==> src/rtl/mem_port_arbiter.sv <==
// rtl/mem_port_arbiter.sv - two-requester arbiter for a shared single-cycle-latency memory port
module mem_port_arbiter #(
  parameter int unsigned PRIORITY_MODE = 0,
  parameter int unsigned STARVE_LIMIT  = 8
) (
  input  logic        clock,
  input  logic        reset,
  input  logic        req0,
  input  logic        we0,
  input  logic [15:0] addr0,
  input  logic [15:0] wdata0,
  output logic        gnt0,
  output logic        rvalid0,
  output logic [15:0] rdata0,
  input  logic        req1,
  input  logic        we1,
  input  logic [15:0] addr1,
  input  logic [15:0] wdata1,
  output logic        gnt1,
  output logic        rvalid1,
  output logic [15:0] rdata1,
  output logic [15:0] mem_addr,
  output logic [15:0] mem_wdata,
  output logic        mem_we,
  input  logic [15:0] mem_rdata
);

  localparam logic [7:0] LP_STARVE_LIMIT = 8'(STARVE_LIMIT);
  localparam logic       LP_FIXED        = (PRIORITY_MODE != 0);

  logic       r_last_winner;
  logic [7:0] r_starve_cnt;
  logic       r_rvalid0;
  logic       r_rvalid1;

  logic       w_contend;
  logic       w_starved;
  logic       w_gnt0;
  logic       w_gnt1;

  assign w_contend = req0 & req1;
  assign w_starved = (r_starve_cnt == LP_STARVE_LIMIT);

  // Grant decision: a lone requester always wins; contention resolved by mode; no grants in reset
  always_comb begin
    w_gnt0 = 1'b0;
    w_gnt1 = 1'b0;
    if (reset) begin
      if (w_contend) begin
        if (LP_FIXED) begin
          w_gnt1 = w_starved;
          w_gnt0 = ~w_starved;
        end else begin
          w_gnt0 = r_last_winner;
          w_gnt1 = ~r_last_winner;
        end
      end else begin
        w_gnt0 = req0;
        w_gnt1 = req1;
      end
    end
  end

  // Shared port mux: granted requester drives the port, otherwise requester 0 fields with write off
  always_comb begin
    mem_addr  = addr0;
    mem_wdata = wdata0;
    mem_we    = 1'b0;
    if (w_gnt1) begin
      mem_addr  = addr1;
      mem_wdata = wdata1;
      mem_we    = we1;
    end else if (w_gnt0) begin
      mem_we    = we0;
    end
  end

  // Remember who won the last accepted transfer so round-robin contention alternates
  always_ff @(posedge clock or negedge reset) begin
    if (!reset) begin
      r_last_winner <= 1'b1;
    end else if (w_gnt0) begin
      r_last_winner <= 1'b0;
    end else if (w_gnt1) begin
      r_last_winner <= 1'b1;
    end
  end

  // Count cycles requester 1 waits in fixed mode; saturates so the forced grant is guaranteed
  always_ff @(posedge clock or negedge reset) begin
    if (!reset) begin
      r_starve_cnt <= 8'd0;
    end else if (!LP_FIXED || !req1 || w_gnt1) begin
      r_starve_cnt <= 8'd0;
    end else if (!w_starved) begin
      r_starve_cnt <= r_starve_cnt + 8'd1;
    end
  end

  // Read responses arrive one cycle after acceptance, matching the memory's read latency
  always_ff @(posedge clock or negedge reset) begin
    if (!reset) begin
      r_rvalid0 <= 1'b0;
      r_rvalid1 <= 1'b0;
    end else begin
      r_rvalid0 <= w_gnt0 & ~we0;
      r_rvalid1 <= w_gnt1 & ~we1;
    end
  end

  assign gnt0    = w_gnt0;
  assign gnt1    = w_gnt1;
  assign rvalid0 = r_rvalid0;
  assign rvalid1 = r_rvalid1;
  assign rdata0  = mem_rdata;
  assign rdata1  = mem_rdata;

endmodule

==> config.mk <==
export PLATFORM = sky130hd
export DESIGN_NAME = mem_port_arbiter
export DESIGN_NICKNAME = d
export VERILOG_FILES = /design/src/rtl/mem_port_arbiter.sv
export SDC_FILE = /design/constraint.sdc
export NUM_CORES = 1
export LEC_CHECK = 0
export CAP_MARGIN = 15
export CELL_PAD_IN_SITES_DETAIL_PLACEMENT = 0
export CELL_PAD_IN_SITES_GLOBAL_PLACEMENT = 1
export CORE_MARGIN = 8
export CORE_UTILIZATION = 14
export DETAILED_ROUTE_END_ITERATION = 10
export GPL_ROUTABILITY_DRIVEN = 0
export PLACE_DENSITY_LB_ADDON = 0.1
export SYNTH_ARGS = -nofsm -noshare
export SYNTH_HDL_FRONTEND = slang
export SYNTH_SLANG_ARGS = --single-unit
==> constraint.sdc <==
create_clock -name clock -period 3.34 [get_ports clock]
set_input_delay 0.668 -clock clock [delete_from_list [all_inputs] [get_ports clock]]
set_output_delay 0.668 -clock clock [all_outputs]
set_load 0.01 [all_outputs]
==> results.txt, run 1 <==
leading cell type in the layout, fill and taps excluded = clkdlybuf4s50_1
final setup fails = 0
Top Ports = 155
global-route wire length before repair = 5.02 mm
met1 track utilization from global routing = 7.49%
gate family responsible for the most delay along the worst path = buffers and inverters
initial antenna violation count = 0
cell at the root of the clock tree = clkbuf_8
half-perimeter wire length of the detailed placement result = 3.46 mm
DR vias/cell = 3.67
clock latency on the worst-skew pair = 0.21 ns
synthesized netlist cell count = 82
fin. max-slew vios = 0
class of the tightest hold or removal check = register to register
CP peak stage delay = 0.52 ns
Netlist Area Pre-Place = 893 sq um
most used routing layer in global routing = met2
Post-CTS Repair Setup Buffers = 0
sum of negative setup slack = 0 ns
IR Drop Worst-Case VDD = 0.196 mV
slowest CP cell = clkdlybuf4s50_1
iteration count of the initial detailed-routing pass = 3
area of the placeable core = 6280 sq um
die area = 9190 sq um
result of the run = complete, no violations
number of diodes added for antenna fixing = 0
overflow left after global routing = 0
share of the cycle needed by the critical path after routing = 95.1%
cell type with the highest occurrence count on the critical path = clkdlybuf4s50_1
Static Leakage = 0.000800 uW
detailed-route via count = 870
final routed DRC violation total = 0
capturing element type of the critical path = output pin
most frequent cells in the layout = clkdlybuf4s50_1 (106), mux2_4 (28), mux2_2 (4)
Worst Max-Slew Pin Slew = 0.209 ns
Inserted Clock Buffers = 3
Rows = 29
DRT iter0 DRCs = 8
type of element launching the critical path = input port
Buf/Inv on CP = 3
initial core utilization = 14.2%
RSZ-0062 raised after global routing = no
synthesis-stage register bit count = 3
mean routed wirelength per cell = 16.4 um
ANT nets after route = 0
series of cell instances along the critical path = clkdlybuf4s50_1, nand2_1, nand3_4, buf_12, mux2_2, clkdlybuf4s50_1
maximum fanout encountered on the critical timing path = 27
final hold vios = 0
fraction of layout cells with a size suffix above 1 = 25.6%
Yosys warning total = 0
number of buffers inserted by port buffering = 106
maximum number of pins on one net before global-route repair = 28
cts hold-fix bufs = 0
Max-Cap Viols = 0
net count reported at finish = 247
syn avg cell area = 10.9 sq um
TritonCTS clock tree = built
CP Class = input port to output pin
Period minus WS final = 3.17 ns
arrival time reported for the critical path endpoint = 2.51 ns
Worst Path Required = 2.67 ns
Mapped Nets = 168
final worst slack = 0.165 ns
largest clock skew in the final design = 0.000581 ns
clock buffer depth = 2
fraction of the yosys area taken by sequential cells = 8.54%
die extent in y = 95.9 um
total routing usage reported by global routing = 7.15%
die outline width = 95.9 um
minimum setup slack after placement = 0.155 ns
Fmax = 315 MHz
clk sinks = 3
tightest slew margin relative to the limit = 86.1%
via count of the first global-routing pass = 911
count of distinct cell types in the synthesized netlist = 17
PostCTS Resize Cnt = 0
Cell Pwr Density = 222 nW/um^2
met2 routing resource usage after global routing = 12.6%
register clock-pin slew on the reported worst setup and hold paths = 0.03 ns
growth of design area from synthesis to finish = 108%
deepest level of the CTS H-tree = 1
met3 layer usage reported by global route = 3.04%
total length of routed wires = 3.88 mm
[worst reg2reg max path: cells and delay by family (launching register included)]
family	cells	cell delay (ns)
and+or+nand+nor	3	0.26
DFF	1	0.54
buffers and inverters	1	0.19
[synth_stat cells (all sizes together)]
master	count	share of area, %
buf	35	31
nand3	3	3.1
dfrtp	2	5.6
dfstp	1	2.9
a31oi	1	0.70
a21boi	1	0.84
mux2	32	52
and3	1	0.84
nor2	1	0.42
nor2b	1	0.70
nand2b	1	0.70
nand2	1	0.42
inv	1	0.42
a21oi	1	0.56
[power by group]
group | switching, uW | internal (uW)
Combinational | 76.7 | 186
Clock | 22.6 | 81.3
Sequential | 2.58 | 41.9
Total | 102 | 309
[metal layers]
metal  share of wire (%)  up-vias
met1                  37      387
met3                  16        5
met5                   0        -
li1                    -      406
met2                  47       72
met4                0.62        0
[registers in the layout (all words and copies together) (netlist names)]
| signal | flops |
|---|---|
| rvalid0 | 1 |
| rvalid1 | 1 |
| r_last_winner | 1 |
[kinds of logic (layout without fill, tap and decap cells)]
group | after synthesis | after routing | synth area share [%]
compound gates | 3 | 3 | 2.10
flops | 3 | 3 | 8.54
mux | 32 | 32 | 52.1
simple gates | 8 | 8 | 6.16
buf+inv | 36 | 114 | 31.1
[stage by stage]
| step | util, % | hold slack, ns | instance area [sq um] | total power [uW] | cells |
|---|---|---|---|---|---|
| 2_1_floorplan | - | 0.372 | 893 | 187 | 82 |
| 3_3_place_gp | 28.9 | 0.533 | 1810 | 311 | 233 |
| 3_5_place_dp | 28.9 | 0.543 | 1810 | 312 | 233 |
| 4_1_cts | 29.6 | 0.547 | 1860 | 419 | 237 |
| 5_1_grt | 29.6 | 0.579 | 1860 | 433 | 237 |
| 6_report | 29.6 | 0.551 | 1860 | 411 | 237 |
[layout make-up]
type	instances	area [sq um]
clock buffer	4	45.0
timing repair buffer	109	1100
inverter	1	3.75
multi-input combinational	43	539
fill	666	4420
sequential	3	76.3
tap	77	96.3
[path summary, 6_finish.rpt]
path | from | endpoint | slack [ns] | cells past startpoint
max | req0 | mem_wdata[15] | 0.17 | 6
min | r_last_winner$_DFFE_PN1P_ | r_last_winner$_DFFE_PN1P_ | 0.55 | 2
max reg2reg | r_last_winner$_DFFE_PN1P_ | rvalid1$_DFF_PN0_ | 2.24 | 4
min reg2reg | r_last_winner$_DFFE_PN1P_ | r_last_winner$_DFFE_PN1P_ | 0.55 | 2
max in group asynchronous | reset | r_last_winner$_DFFE_PN1P_ | 2.31 | 2
min in group asynchronous | reset | rvalid0$_DFF_PN0_ | 0.84 | 2
(Power assumes the default switching activity.)
==> run 2: changes to the inputs <==
--- a/config.mk
+++ b/config.mk
@@ -12,7 +12,7 @@
 export CORE_UTILIZATION = 14
 export DETAILED_ROUTE_END_ITERATION = 10
 export GPL_ROUTABILITY_DRIVEN = 0
-export PLACE_DENSITY_LB_ADDON = 0.1
+export PLACE_DENSITY = 0.93
 export SYNTH_ARGS = -nofsm -noshare
 export SYNTH_HDL_FRONTEND = slang
 export SYNTH_SLANG_ARGS = --single-unit
==> run 2 against run 1 <==
Effect of this change: total power increased by 0.76%; non-clock buffer count increased by 1; die area unchanged; sequential share of layout area about the same; critical path depth unchanged; combinational power about the same; clock-buffer cell count unchanged; design area increased by 1.1%.
==> results.txt, run 2 (synthesized netlist as in run 1, its figures left out) <==
Filler Cell Count = 656 (-1.5%)
maximum fanout encountered on the critical timing path = 16 (-41%)
Rows = 29 (unchanged)
clock buffer depth = 2 (unchanged)
Fmax = 317 MHz (+0.54%)
detailed-route via count = 852 (-2.1%)
maximum number of pins on one net before global-route repair = 17 (-39%)
Cell Pwr Density = 221 nW/um^2 (-0.32%)
initial core utilization = 14.2% (unchanged)
initial antenna violation count = 0 (unchanged)
TritonCTS clock tree = built
Worst Path Required = 2.67 ns (about the same)
PostCTS Resize Cnt = 0 (unchanged)
DRT iter0 DRCs = 6 (-2)
type of element launching the critical path = input port
tightest slew margin relative to the limit = 85.9% (-0.18 points)
DR vias/cell = 3.58 (-2.5%)
ANT nets after route = 0 (unchanged)
placed insts = 234 (+0.43%)
most frequent cells in the layout = clkdlybuf4s50_1 (106), mux2_4 (28), mux2_2 (4)
iteration count of the initial detailed-routing pass = 2 (-1)
net count reported at finish = 248 (+0.40%)
final setup fails = 0 (unchanged)
CP peak stage delay = 0.51 ns (about the same)
crit path to = mem_wdata[3]
share of the cycle needed by the critical path after routing = 94.5% (-0.51 points)
growth of design area from synthesis to finish = 110%
Static Leakage = 0.000810 uW (+1.3%)
number of diodes added for antenna fixing = 0 (unchanged)
final routed DRC violation total = 0 (unchanged)
series of cell instances along the critical path = clkdlybuf4s50_1, nand2_1, nand3_4, buf_12, mux2_4, clkdlybuf4s50_1
slowest CP cell = clkdlybuf4s50_1
via count of the first global-routing pass = 907 (-0.44%)
Post-CTS Repair Setup Buffers = 0 (unchanged)
minimum setup slack after placement = 0.164 ns (+0.00949 ns)
die extent in y = 95.9 um (unchanged)
overflow left after global routing = 0 (unchanged)
IR Drop Worst-Case VDD = 0.181 mV (-8.1%)
final hold vios = 0 (unchanged)
Final Cell Area = 1880 sq um (+1.1%)
fin. max-slew vios = 0 (unchanged)
total routing usage reported by global routing = 6.34% (-0.81 points)
half-perimeter wire length of the detailed placement result = 3.09 mm (-11%)
final worst slack = 0.182 ns (+0.0170 ns)
arrival time reported for the critical path endpoint = 2.49 ns (-0.02 ns)
cell at the root of the clock tree = clkbuf_8
area of the placeable core = 6280 sq um (unchanged)
Inserted Clock Buffers = 3 (unchanged)
clk sinks = 3 (unchanged)
deepest level of the CTS H-tree = 1 (unchanged)
register clock-pin slew on the reported worst setup and hold paths = 0.03 ns (about the same)
Worst Max-Slew Pin Slew = 0.211 ns (+0.00206 ns)
number of cells on the worst reg-to-reg path = 4 (unchanged)
leading cell type in the layout, fill and taps excluded = clkdlybuf4s50_1
capturing element type of the critical path = output pin
Worst Hold Path Cells = 2 (unchanged)
reg2reg setup slack = 2.18 ns (-0.06 ns)
clock latency on the worst-skew pair = 0.21 ns (about the same)
Cell Area, Placed = 1830 sq um (+1.1%)
Top Ports = 155 (unchanged)
cts hold-fix bufs = 0 (unchanged)
mean routed wirelength per cell = 14.5 um (-12%)
total length of routed wires = 3.45 mm (-11%)
class of the tightest hold or removal check = register to register
hold path startpoint = r_last_winner$_DFFE_PN1P_
largest clock skew in the final design = 0.000686 ns (+0.000105 ns)
die outline width = 95.9 um (unchanged)
CP Class = input port to output pin
fraction of layout cells with a size suffix above 1 = 26.1% (+0.46 points)
sum of negative setup slack = 0 ns (unchanged)
Period minus WS final = 3.16 ns (-0.0170 ns)
Max-Cap Viols = 0 (unchanged)
RSZ-0062 raised after global routing = no
overall power after layout = 414 uW (+0.76%)
Reg2Reg Launch Point = r_last_winner$_DFFE_PN1P_
global-route wire length before repair = 4.48 mm (-11%)
cell type with the highest occurrence count on the critical path = clkdlybuf4s50_1
die area = 9190 sq um (unchanged)
worst setup path start = req0
number of standard cells in the final layout excluding fillers = 238 (+0.42%)
RR Endpoint = rvalid1$_DFF_PN0_
result of the run = complete, no violations
number of buffers inserted by port buffering = 106 (unchanged)
run 2: cell types whose count changed in the layout (fill, tap and decap cells not counted):
cell,before,now
buf_12,1,2
run 2: layer usage:
layer | global-route usage, % | wire length [um] | share of wire [%] | vias up
li1 | - | - | - | 409
met1 | 6.54 | 1200 | 35 | 371
met2 | 10.7 | 1640 | 48 | 70
met3 | 3.74 | 590 | 17 | 2
met4 | 1.79 | 15 | 0.44 | 0
met5 | 0 | 0 | 0 | -
run 2: worst max-delay path, delay by kind of cell:
| family | cells | cell delay, ns |
|---|---|---|
| buf+inv | 3 | 1.20 |
| simple gates | 2 | 0.31 |
| mux | 1 | 0.31 |
run 2: final cells by class:
class,instances,area [sq um],area share [%]
multi-input cells,43,539,28.7
clock buffers,4,45.0,2.40
flip-flops and latches,3,76.3,4.07
well taps,77,96.3,5.13
inverters,1,3.75,0.200
repair buffers,110,1120,59.5
run 2: how the worst min path moves through the flow:
stage / to
2_1_floorplan: rvalid0$_DFF_PN0_
3_3_place_gp: r_last_winner$_DFFE_PN1P_
3_5_place_dp: r_last_winner$_DFFE_PN1P_
4_1_cts: r_last_winner$_DFFE_PN1P_
5_1_grt: r_last_winner$_DFFE_PN1P_
6_report: r_last_winner$_DFFE_PN1P_
run 2: power breakdown:
part	switching [uW]	total (uW)	internal [uW]	leakage, uW
clock	23.1	104	81.3	0.0000228
sequential	2.60	44.5	41.9	0.0000377
combinational	76.5	266	189	0.000750
total	102	414	312	0.000810
run 2: metrics by stage:
step / util (%) / hold slack, ns
detailed placement: 29.2 / 0.538
finish: 29.9 / 0.540
global placement: 29.2 / 0.521
CTS: 29.9 / 0.543
floorplan: - / 0.372
global route: 29.9 / 0.609
==> run 3: changes to the inputs <==
--- a/config.mk
+++ b/config.mk
@@ -12,7 +12,7 @@
 export CORE_UTILIZATION = 14
 export DETAILED_ROUTE_END_ITERATION = 10
 export GPL_ROUTABILITY_DRIVEN = 0
-export PLACE_DENSITY = 0.93
+export PLACE_DENSITY_LB_ADDON = 0.1
 export SYNTH_ARGS = -nofsm -noshare
 export SYNTH_HDL_FRONTEND = slang
 export SYNTH_SLANG_ARGS = --single-unit
==> results of run 3 <==
The final DEF is identical to that of run 1; final timing and power are the same.
